`config.mk`:
```
export PLATFORM = sky130hd
export DESIGN_NAME = conv_window_seq_flat
export DESIGN_NICKNAME = d
export VERILOG_FILES = /design/src/rtl/conv_window_seq_if.sv /design/src/rtl/conv_window_seq.sv /design/src/flat_wrapper.sv
export SDC_FILE = /design/constraint.sdc
export NUM_CORES = 1
export LEC_CHECK = 0
export CAP_MARGIN = 20
export CORE_ASPECT_RATIO = 0.6
export CORE_MARGIN = 3
export CORE_UTILIZATION = 52
export DETAILED_ROUTE_END_ITERATION = 16
export PLACE_DENSITY_LB_ADDON = 0.05
export SKIP_CTS_REPAIR_TIMING = 1
export SYNTH_ARGS = -nofsm -noshare
export SYNTH_HDL_FRONTEND = slang
export SYNTH_SLANG_ARGS = --single-unit
export TNS_END_PERCENT = 100
```
`constraint.sdc`:
```
create_clock -name clk -period 3.2 [get_ports clk]
set_input_delay 0.64 -clock clk [delete_from_list [all_inputs] [get_ports clk]]
set_output_delay 0.64 -clock clk [all_outputs]
set_load 0.03 [all_outputs]
```
`src/rtl/conv_window_seq_if.sv`:
```
// Handshake and memory-side bundle for the convolution window sequencer.
// The master side is the sequencer; the slave side is the pixel source / MAC environment.
interface conv_window_seq_if;
    logic        start;
    logic        in_valid;
    logic [15:0] in_data;
    logic        in_ready;
    logic        mem_we;
    logic [15:0] mem_data_in;
    logic [15:0] mem_addr_write;
    logic [15:0] mem_addr_read;
    logic        tap_valid;
    logic        tap_ready;
    logic        tap_first;
    logic        tap_last;
    logic        busy;
    logic        done;

    modport master (
        input  start, in_valid, in_data, tap_ready,
        output in_ready, mem_we, mem_data_in, mem_addr_write,
        output mem_addr_read, tap_valid, tap_first, tap_last,
        output busy, done
    );

    modport slave (
        output start, in_valid, in_data, tap_ready,
        input  in_ready, mem_we, mem_data_in, mem_addr_write,
        input  mem_addr_read, tap_valid, tap_first, tap_last,
        input  busy, done
    );
endinterface

```
`src/rtl/conv_window_seq.sv`:
```
// Loads a ROWxCOL feature map into array memory, then walks every KxK
// window in raster order, issuing one read-address tap per handshake.
module conv_window_seq #(
    parameter int ROW = 8,
    parameter int COL = 8,
    parameter int K   = 3
) (
    input logic               clk,
    input logic               rst_n,
    conv_window_seq_if.master bus
);

    typedef enum logic [1:0] {
        IDLE,
        LOAD,
        SCAN,
        DONE
    } state_t;

    localparam logic [7:0] ROW_M1 = 8'(ROW - 1);
    localparam logic [7:0] COL_M1 = 8'(COL - 1);
    localparam logic [7:0] K_M1   = 8'(K - 1);
    localparam logic [7:0] WR_MAX = 8'(ROW - K);
    localparam logic [7:0] WC_MAX = 8'(COL - K);

    state_t     state_q, state_d;
    logic [7:0] r_q, r_d;
    logic [7:0] c_q, c_d;
    logic [7:0] wr_q, wr_d;
    logic [7:0] wc_q, wc_d;
    logic [7:0] kr_q, kr_d;
    logic [7:0] kc_q, kc_d;

    always_ff @(posedge clk or negedge rst_n) begin
        if (!rst_n) begin
            state_q <= IDLE;
            r_q     <= '0;
            c_q     <= '0;
            wr_q    <= '0;
            wc_q    <= '0;
            kr_q    <= '0;
            kc_q    <= '0;
        end else begin
            state_q <= state_d;
            r_q     <= r_d;
            c_q     <= c_d;
            wr_q    <= wr_d;
            wc_q    <= wc_d;
            kr_q    <= kr_d;
            kc_q    <= kc_d;
        end
    end

    always_comb begin
        state_d = state_q;
        r_d     = r_q;
        c_d     = c_q;
        wr_d    = wr_q;
        wc_d    = wc_q;
        kr_d    = kr_q;
        kc_d    = kc_q;
        unique case (state_q)
            IDLE: begin
                if (bus.start) begin
                    state_d = LOAD;
                    r_d     = '0;
                    c_d     = '0;
                end
            end
            LOAD: begin
                if (bus.in_valid) begin
                    if (c_q == COL_M1) begin
                        c_d = '0;
                        if (r_q == ROW_M1) begin
                            r_d     = '0;
                            state_d = SCAN;
                        end else begin
                            r_d = r_q + 8'd1;
                        end
                    end else begin
                        c_d = c_q + 8'd1;
                    end
                end
            end
            SCAN: begin
                // Tap counters roll into the window counters; the
                // whole chain leaves every counter at zero on exit.
                if (bus.tap_ready) begin
                    if (kc_q != K_M1) begin
                        kc_d = kc_q + 8'd1;
                    end else begin
                        kc_d = '0;
                        if (kr_q != K_M1) begin
                            kr_d = kr_q + 8'd1;
                        end else begin
                            kr_d = '0;
                            if (wc_q != WC_MAX) begin
                                wc_d = wc_q + 8'd1;
                            end else begin
                                wc_d = '0;
                                if (wr_q != WR_MAX) begin
                                    wr_d = wr_q + 8'd1;
                                end else begin
                                    wr_d    = '0;
                                    state_d = DONE;
                                end
                            end
                        end
                    end
                end
            end
            DONE: begin
                state_d = IDLE;
            end
            default: begin
                state_d = IDLE;
            end
        endcase
    end

    logic       in_load;
    logic       in_scan;
    logic [7:0] rd_row;
    logic [7:0] rd_col;

    assign in_load = (state_q == LOAD);
    assign in_scan = (state_q == SCAN);
    assign rd_row  = wr_q + kr_q;
    assign rd_col  = wc_q + kc_q;

    assign bus.in_ready       = in_load;
    assign bus.mem_we         = in_load && bus.in_valid;
    assign bus.mem_data_in    = bus.in_data;
    assign bus.mem_addr_write = {r_q, c_q};
    assign bus.mem_addr_read  = {rd_row, rd_col};
    assign bus.tap_valid      = in_scan;
    assign bus.tap_first      = in_scan && (kr_q == 8'd0) && (kc_q == 8'd0);
    assign bus.tap_last       = in_scan && (kr_q == K_M1) && (kc_q == K_M1);
    assign bus.busy           = (state_q != IDLE);
    assign bus.done           = (state_q == DONE);

endmodule

```
`src/flat_wrapper.sv`:
```
// flat-port wrapper written by rule: the top's interface ports become plain ports
module conv_window_seq_flat 
#(
    parameter int ROW = 8,
    parameter int COL = 8,
    parameter int K   = 3
)
  (clk, rst_n, bus_start, bus_in_valid, bus_in_data, bus_tap_ready, bus_in_ready, bus_mem_we, bus_mem_data_in, bus_mem_addr_write, bus_mem_addr_read, bus_tap_valid, bus_tap_first, bus_tap_last, bus_busy, bus_done);
  conv_window_seq_if bus_i ();
  input logic clk;
  input logic rst_n;
  input wire logic [$bits(bus_i.start)-1:0] bus_start;
  input wire logic [$bits(bus_i.in_valid)-1:0] bus_in_valid;
  input wire logic [$bits(bus_i.in_data)-1:0] bus_in_data;
  input wire logic [$bits(bus_i.tap_ready)-1:0] bus_tap_ready;
  output wire logic [$bits(bus_i.in_ready)-1:0] bus_in_ready;
  output wire logic [$bits(bus_i.mem_we)-1:0] bus_mem_we;
  output wire logic [$bits(bus_i.mem_data_in)-1:0] bus_mem_data_in;
  output wire logic [$bits(bus_i.mem_addr_write)-1:0] bus_mem_addr_write;
  output wire logic [$bits(bus_i.mem_addr_read)-1:0] bus_mem_addr_read;
  output wire logic [$bits(bus_i.tap_valid)-1:0] bus_tap_valid;
  output wire logic [$bits(bus_i.tap_first)-1:0] bus_tap_first;
  output wire logic [$bits(bus_i.tap_last)-1:0] bus_tap_last;
  output wire logic [$bits(bus_i.busy)-1:0] bus_busy;
  output wire logic [$bits(bus_i.done)-1:0] bus_done;
  assign bus_i.start = bus_start;
  assign bus_i.in_valid = bus_in_valid;
  assign bus_i.in_data = bus_in_data;
  assign bus_i.tap_ready = bus_tap_ready;
  assign bus_in_ready = bus_i.in_ready;
  assign bus_mem_we = bus_i.mem_we;
  assign bus_mem_data_in = bus_i.mem_data_in;
  assign bus_mem_addr_write = bus_i.mem_addr_write;
  assign bus_mem_addr_read = bus_i.mem_addr_read;
  assign bus_tap_valid = bus_i.tap_valid;
  assign bus_tap_first = bus_i.tap_first;
  assign bus_tap_last = bus_i.tap_last;
  assign bus_busy = bus_i.busy;
  assign bus_done = bus_i.done;
  conv_window_seq #(.ROW(ROW), .COL(COL), .K(K)) u_core (.clk(clk), .rst_n(rst_n), .bus(bus_i));
endmodule
```
==> results.md, run 1 <==
- Ports: 76
- WHS: between 0.3 and 0.4 ns
- GP Congestion: just over 0.8
- Setup crit end kind: primary output
- PwrDens: 713.7 nW/um^2
- Via density: 5.711
- Status: completed
- Die width: 112.2 um
- Top-count cell post-synth: dfrtp_1
- GRT Overall Usage: approximately a fifth
- Main synth FF type: dfrtp_1
- CP startpoint kind: register
- Mapped Cells: between 300 and 400
- Clock Path Buffers: 2
- PortBufs: between 40 and 50
- Number of enable flip-flop cells after synthesis: 0
- Pre-CTS setup slack: 0.07226 ns
- Reg2reg path depth: 5
- Fin crit share: between 90% and 100%
- Distinct cells, synth: 50
- Vias in the first global route: 2634
- Synth top area share: around 36%
- Initial Util: a little under three fifths
- Final setup viols: 0
- Final nets: 479
- Residual DRC: 0
- Post-synthesis sequential area ratio: 35.55%
- Worst-Skew Late Latency: a little under 0.3 ns
- Final count of hold timing violations: 0
- TritonCTS clock tree: built
- Routed WL: just under 8000 um
- Clk sinks: 50
- CP Class: register to primary output
- Final core occ: approximately 66%
- Fillers: between 500 and 600
- CP Max Fanout: 6
- Area of the multi-input gates: about 2000 sq um
- Core Region: 6331 sq um
- DPL Wire Length: 6105 um
- Final Instance Count excl. Fillers: around 510
- Root Buffer: clkbuf_16
- Peak supply drop: 0.6287 mV
- WP data required: between 2 and 3 ns
- Ant diodes: 0
- Asr flop ratio synth: 100.0%
- Register area: around 1300 sq um
- RSZ-0062 raised after global routing: false
- Relative slew margins: between 50% and 60%
- Share of post-route cells with drive strength above 1: between 8 and 9%
- Mean Syn Cell Area: between 9 and 10 sq um
- Critical Path AT: about 2.4 ns
- P_leak: slightly below 0.002 uW
- Initial antenna violation count: 0
- Synth warn: 0
- Post-synth top cells: dfrtp_1 (50), ha_1 (31), xnor2_1 (29)
- DRT antenna net count: 0
- Largest net degree at the start of global routing: 27
- DRT iter0 DRCs: 151
- FMAX: 325.5 MHz
- CTS H-tree lvls: 2
- Final Max Tran Viols: 0
- Die height: ~70 um
- Post-route minimum period: about 3.1 ns
- # Max-Cap Violations: 0
- Die area: between 7000 and 8000 sq um
- Placed cell count: between 500 and 600
- Setup ws final: 0.1277 ns
- Synth top area cells: dfrtp_1 (36%), ha_1 (11%), xnor2_1 (7.2%), nand3_1 (3.6%), buf_4 (3.4%)
- Clk slew on worst S/H paths: 0.06 ns
- Number of synthesized register bits: 50
- Post-Synthesis Cell Area: 3520 sq um
- Total number of vias: roughly 2.9k
- Row count: 22
- Total CTS buffers: 5
- Drt pass-1 iters: 4
- Skew final: roughly 0.0046 ns
- Routed WL per cell: 15.54 um
- Slew @ Worst Pin: between 0.7 and 0.8 ns
- Total congestion overflow: 0
- Dominant cell type by area after synthesis: dfrtp_1
- Worst hold-check path type: primary input to asynchronous set/reset pin
- First-pass GRT wire length: roughly 13000 um
- Area grow syn2layout: 19.23%
- Syn_nets: between 400 and 500
-- metal layers --
| layer | part of all wire, % | track usage, % |
|---|---|---|
| met2 | 41 | 28.78 |
| met4 | 1.3 | 5.600 |
| met5 | 0 | 0 |
| met3 | 4.8 | 4.185 |
| met1 | 53 | 31.73 |
-- placed cells by master, fill, tap and decap left out, types with 3 or more instances in the layout --
| master | instances |
|---|---|
| a21o_1 | 3 |
| a21oi_1 | 8 |
| a31oi_1 | 3 |
| and3_1 | 12 |
| buf_4 | 14 |
| clkbuf_16 | 5 |
| clkdlybuf4s50_1 | 35 |
| dfrtp_1 | 50 |
| dlymetal6s2s_1 | 7 |
| ha_1 | 31 |
| inv_1 | 26 |
| nand2_1 | 23 |
| nand2b_1 | 3 |
| nand3_1 | 25 |
| nand4_1 | 13 |
| nor2_1 | 26 |
| nor2b_1 | 8 |
| nor3_1 | 8 |
| nor4_1 | 3 |
| o211ai_1 | 3 |
| o21ai_0 | 12 |
| o21ai_1 | 18 |
| o31ai_1 | 10 |
| or3_1 | 6 |
| or4_4 | 3 |
| xnor2_1 | 29 |
-- flip-flops by register name (all words and copies together), names as in the netlist --
register        count
u_core.c_q          8
u_core.kc_q         8
u_core.kr_q         8
u_core.r_q          8
u_core.state_q      2
u_core.wc_q         8
u_core.wr_q         8
-- where the power goes --
group / total (uW) / internal [uW] / switching, uW
combinational: 1550 / 622 / 932
clock: 611 / 386 / 225
sequential: 830 / 727 / 103
total: 2990 / 1730 / 1260
-- logic make-up after synthesis --
group / after synthesis / share of synthesized area (%)
and+or+nand+nor: 151 / 24.96
AOI/OAI and AO/OA: 68 / 11.98
DFF: 50 / 35.55
buffers and inverters: 46 / 6.896
adders and majority gates: 33 / 12.16
xor gates and xnor gates: 31 / 7.714
muxes: 2 / 0.7464
-- area by class of cell --
cell class | instances | area share, %
clock buffers | 6 | 3.309
clock inverters | 1 | 0.7156
inverters | 26 | 2.326
multi-input cells | 285 | 48.27
flip-flops and latches | 50 | 29.82
well taps | 84 | 2.504
repair buffers | 57 | 13.06
-- worst max-delay path, cell delays in order, from the launching register on --
cell	delay (ns)
dfrtp_1	0.38
buf_4	0.16
ha_1	0.29
a21o_1	0.21
nand4_1	0.12
nand2_1	0.06
nor2_1	0.12
xnor2_1	0.13
clkdlybuf4s50_1	0.68
-- worst paths after layout --
kind                                start  slack (ns)               endpoint
max in group asynchronous           rst_n        2.11         u_core.wc_q[0]
hold reg to reg             u_core.r_q[7]        0.50          u_core.r_q[7]
hold / removal                      rst_n        0.35         u_core.kr_q[4]
setup reg to reg           u_core.kr_q[5]        0.95         u_core.wr_q[4]
min in group clk            u_core.r_q[7]        0.50          u_core.r_q[7]
setup / recovery           u_core.kr_q[1]        0.13  bus_mem_addr_read[13]
-- through the flow --
stage,setup TNS (ns),instance area (sq um),power (uW)
floorplan,0,3520,1886
global placement,0,4010,2366
detailed placement,0,4010,2394
CTS,-0.4288,4179,3017
global route,0,4197,3183
finish,0,4197,2995
Power figures use the tool's default switching activity.
==> run 2: changes to the inputs <==
--- a/config.mk
+++ b/config.mk
@@ -9,6 +9,7 @@
 export CORE_ASPECT_RATIO = 0.6
 export CORE_MARGIN = 3
 export CORE_UTILIZATION = 52
+export CTS_BUF_LIST = sky130_fd_sc_hd__clkbuf_16
 export DETAILED_ROUTE_END_ITERATION = 16
 export PLACE_DENSITY_LB_ADDON = 0.05
 export SKIP_CTS_REPAIR_TIMING = 1
==> run 2 against run 1 <==
  * Die area stayed put
  * Setup slack worse by 0.0011 ns
  * Wire length hardly changed
  * Count of clock-buffer cells in the layout is 1 lower
  * Total power is 0.79% lower
  * Clock power is 3.9% lower
  * Via count hardly changed
  * Design area is 0.24% lower
  * Worst hold slack worse by 0.00078 ns
  * Clock skew hardly changed
  * Critical endpoint unchanged
==> results.md, run 2 (synthesis results as in run 1) <==
- Clk slew on worst S/H paths: 0.06 ns (about the same)
- Delay of the slowest critical-path stage: 0.68 ns (about the same)
- Final nets: 479 (unchanged)
- Fillers: 555 (was 554)
- WP data required: 2.56 ns (about the same)
- Final core occ: 66.13% (was 66.28%)
- Total CTS buffers: 5 (unchanged)
- Final Max Tran Viols: 0 (unchanged)
- RSZ-0062 raised after global routing: false (unchanged)
- Status: completed (unchanged)
- Clock Path Buffers: 2 (unchanged)
- Root Buffer: clkbuf_16 (unchanged)
- Ports: 76 (unchanged)
- Total congestion overflow: 0 (unchanged)
- Ant diodes: 0 (unchanged)
- Skew final: 0.004712 ns (was 0.004574 ns)
- Row count: 22 (unchanged)
- PwrDens: 709.7 nW/um^2 (was 713.7 nW/um^2)
- Die height: 69.73 um (unchanged)
- Setup ws final: 0.1265 ns (was 0.1277 ns)
- Area of the multi-input gates: 2026 sq um (unchanged)
- GRT Overall Usage: 20.51% (unchanged)
- Total number of vias: 2905 (was 2907)
- Critical Path AT: 2.43 ns (about the same)
- Initial antenna violation count: 0 (unchanged)
- Routed WL per cell: 15.53 um (was 15.54 um)
- Die width: 112.2 um (unchanged)
- Routed metal-1 wire length: 4217 um (was 4190 um)
- Final count of hold timing violations: 0 (unchanged)
- Share of post-route cells with drive strength above 1: 8.471% (was 8.706%)
- Crit-path cells: buf_4, ha_1, a21o_1, nand4_1, nand2_1, nor2_1, xnor2_1, clkdlybuf4s50_1 (unchanged)
- Pre-CTS setup slack: 0.07226 ns (unchanged)
- Cell Area, Placed: 4010 sq um (unchanged)
- Worst hold-check path type: primary input to asynchronous set/reset pin (unchanged)
- First-pass GRT wire length: 13130 um (unchanged)
- DRT iter0 DRCs: 151 (unchanged)
- Drt pass-1 iters: 4 (unchanged)
- Clk sinks: 50 (unchanged)
- CTS H-tree lvls: 2 (unchanged)
- TritonCTS clock tree: built (unchanged)
- Post-route cell area: 4187 sq um (was 4197 sq um)
- Slew @ Worst Pin: 0.7043 ns (unchanged)
- DRT antenna net count: 0 (unchanged)
- Initial Util: 55.59% (unchanged)
- Relative slew margins: 52.73% (unchanged)
- Slowest-stage cell, CP: clkdlybuf4s50_1 (unchanged)
- Post-route minimum period: 3.073 ns (was 3.072 ns)
- Most frequent cells in the layout: dfrtp_1 (50), clkdlybuf4s50_1 (35), ha_1 (31) (unchanged)
- Area grow syn2layout: 18.95% (was 19.23%)
- Routed WL: 7907 um (was 7909 um)
- Max layer used: met4 (unchanged)
- Most common cell after layout, fill and taps aside: dfrtp_1 (unchanged)
- CP Max Fanout: 6 (unchanged)
- WHS: 0.3485 ns (was 0.3493 ns)
- DPL Wire Length: 6105 um (unchanged)
- CP Class: register to primary output (unchanged)
- Die area: 7824 sq um (unchanged)
- Fin crit share: 96.05% (was 96.01%)
- FMAX: 325.4 MHz (was 325.5 MHz)
- Final setup viols: 0 (unchanged)
- PortBufs: 43 (unchanged)
- GP Congestion: 0.8306 (unchanged)
- Metal2 WL: 3230 um (was 3231 um)
- Core Region: 6331 sq um (unchanged)
- Setup crit end kind: primary output (unchanged)
- Worst-Skew Late Latency: 0.29 ns (about the same)
- P_leak: 0.001963 uW (was 0.001968 uW)
- # Max-Cap Violations: 0 (unchanged)
- Via density: 5.707 (was 5.711)
- Wire length on met3: 356 um (was 383 um)
- Delay-heaviest family, CP: buffers and inverters (unchanged)
- CP startpoint kind: register (unchanged)
- Crit path buf inv count: 2 (unchanged)
- Register area: 1251 sq um (unchanged)
- Peak supply drop: 0.6287 mV (about the same)
- Largest net degree at the start of global routing: 27 (unchanged)
- Vias in the first global route: 2634 (unchanged)
- Residual DRC: 0 (unchanged)
==> run 2: path summary, 6_finish.rpt <==
path	cells past startpoint	slack, ns	startpoint	to
setup / recovery	8	0.13	u_core.kr_q[1]	bus_mem_addr_read[13]
hold / removal	1	0.35	rst_n	u_core.kr_q[4]
setup reg to reg	5	0.95	u_core.kr_q[5]	u_core.wr_q[4]
hold reg to reg	1	0.50	u_core.r_q[7]	u_core.r_q[7]
max in group asynchronous	2	2.11	rst_n	u_core.r_q[4]
min in group clk	1	0.50	u_core.r_q[7]	u_core.r_q[7]
==> run 2: cell type report <==
type                            count  area share [%]
Multi-Input combinational cell    285           48.39
Timing Repair Buffer               57           13.09
Inverter                           26           2.331
Clock inverter                      2          0.8069
Sequential cell                    50           29.89
Tap cell                           84           2.510
Clock buffer                        5           2.989
==> run 2: worst reg2reg max path: stages (launching register included) <==
cell and delay [ns]:
dfrtp_1 0.45, nor4_2 0.49, nand3_4 0.21, nor4_4 0.49, nand4_1 0.18, mux2_1 0.33
==> run 2: stage by stage <==
| step | instances | TNS [ns] | total power (uW) |
|---|---|---|---|
| final | 509 | 0 | 2971 |
| after global routing | 509 | 0 | 3158 |
| after CTS | 509 | -0.4288 | 2992 |
| after detailed placement | 502 | 0 | 2394 |
| after global placement | 502 | 0 | 2366 |
| after floorplan | 381 | 0 | 1886 |
==> run 2: layer usage <==
| metal | vias up | GRT usage, % |
|---|---|---|
| met3 | 21 | 4.185 |
| li1 | 1438 | - |
| met5 | - | 0 |
| met1 | 1387 | 31.73 |
| met2 | 59 | 28.78 |
| met4 | 0 | 5.600 |
==> run 2: power breakdown <==
group          switching [uW]  internal (uW)
combinational             933            622
clock                     225            362
sequential                103            727
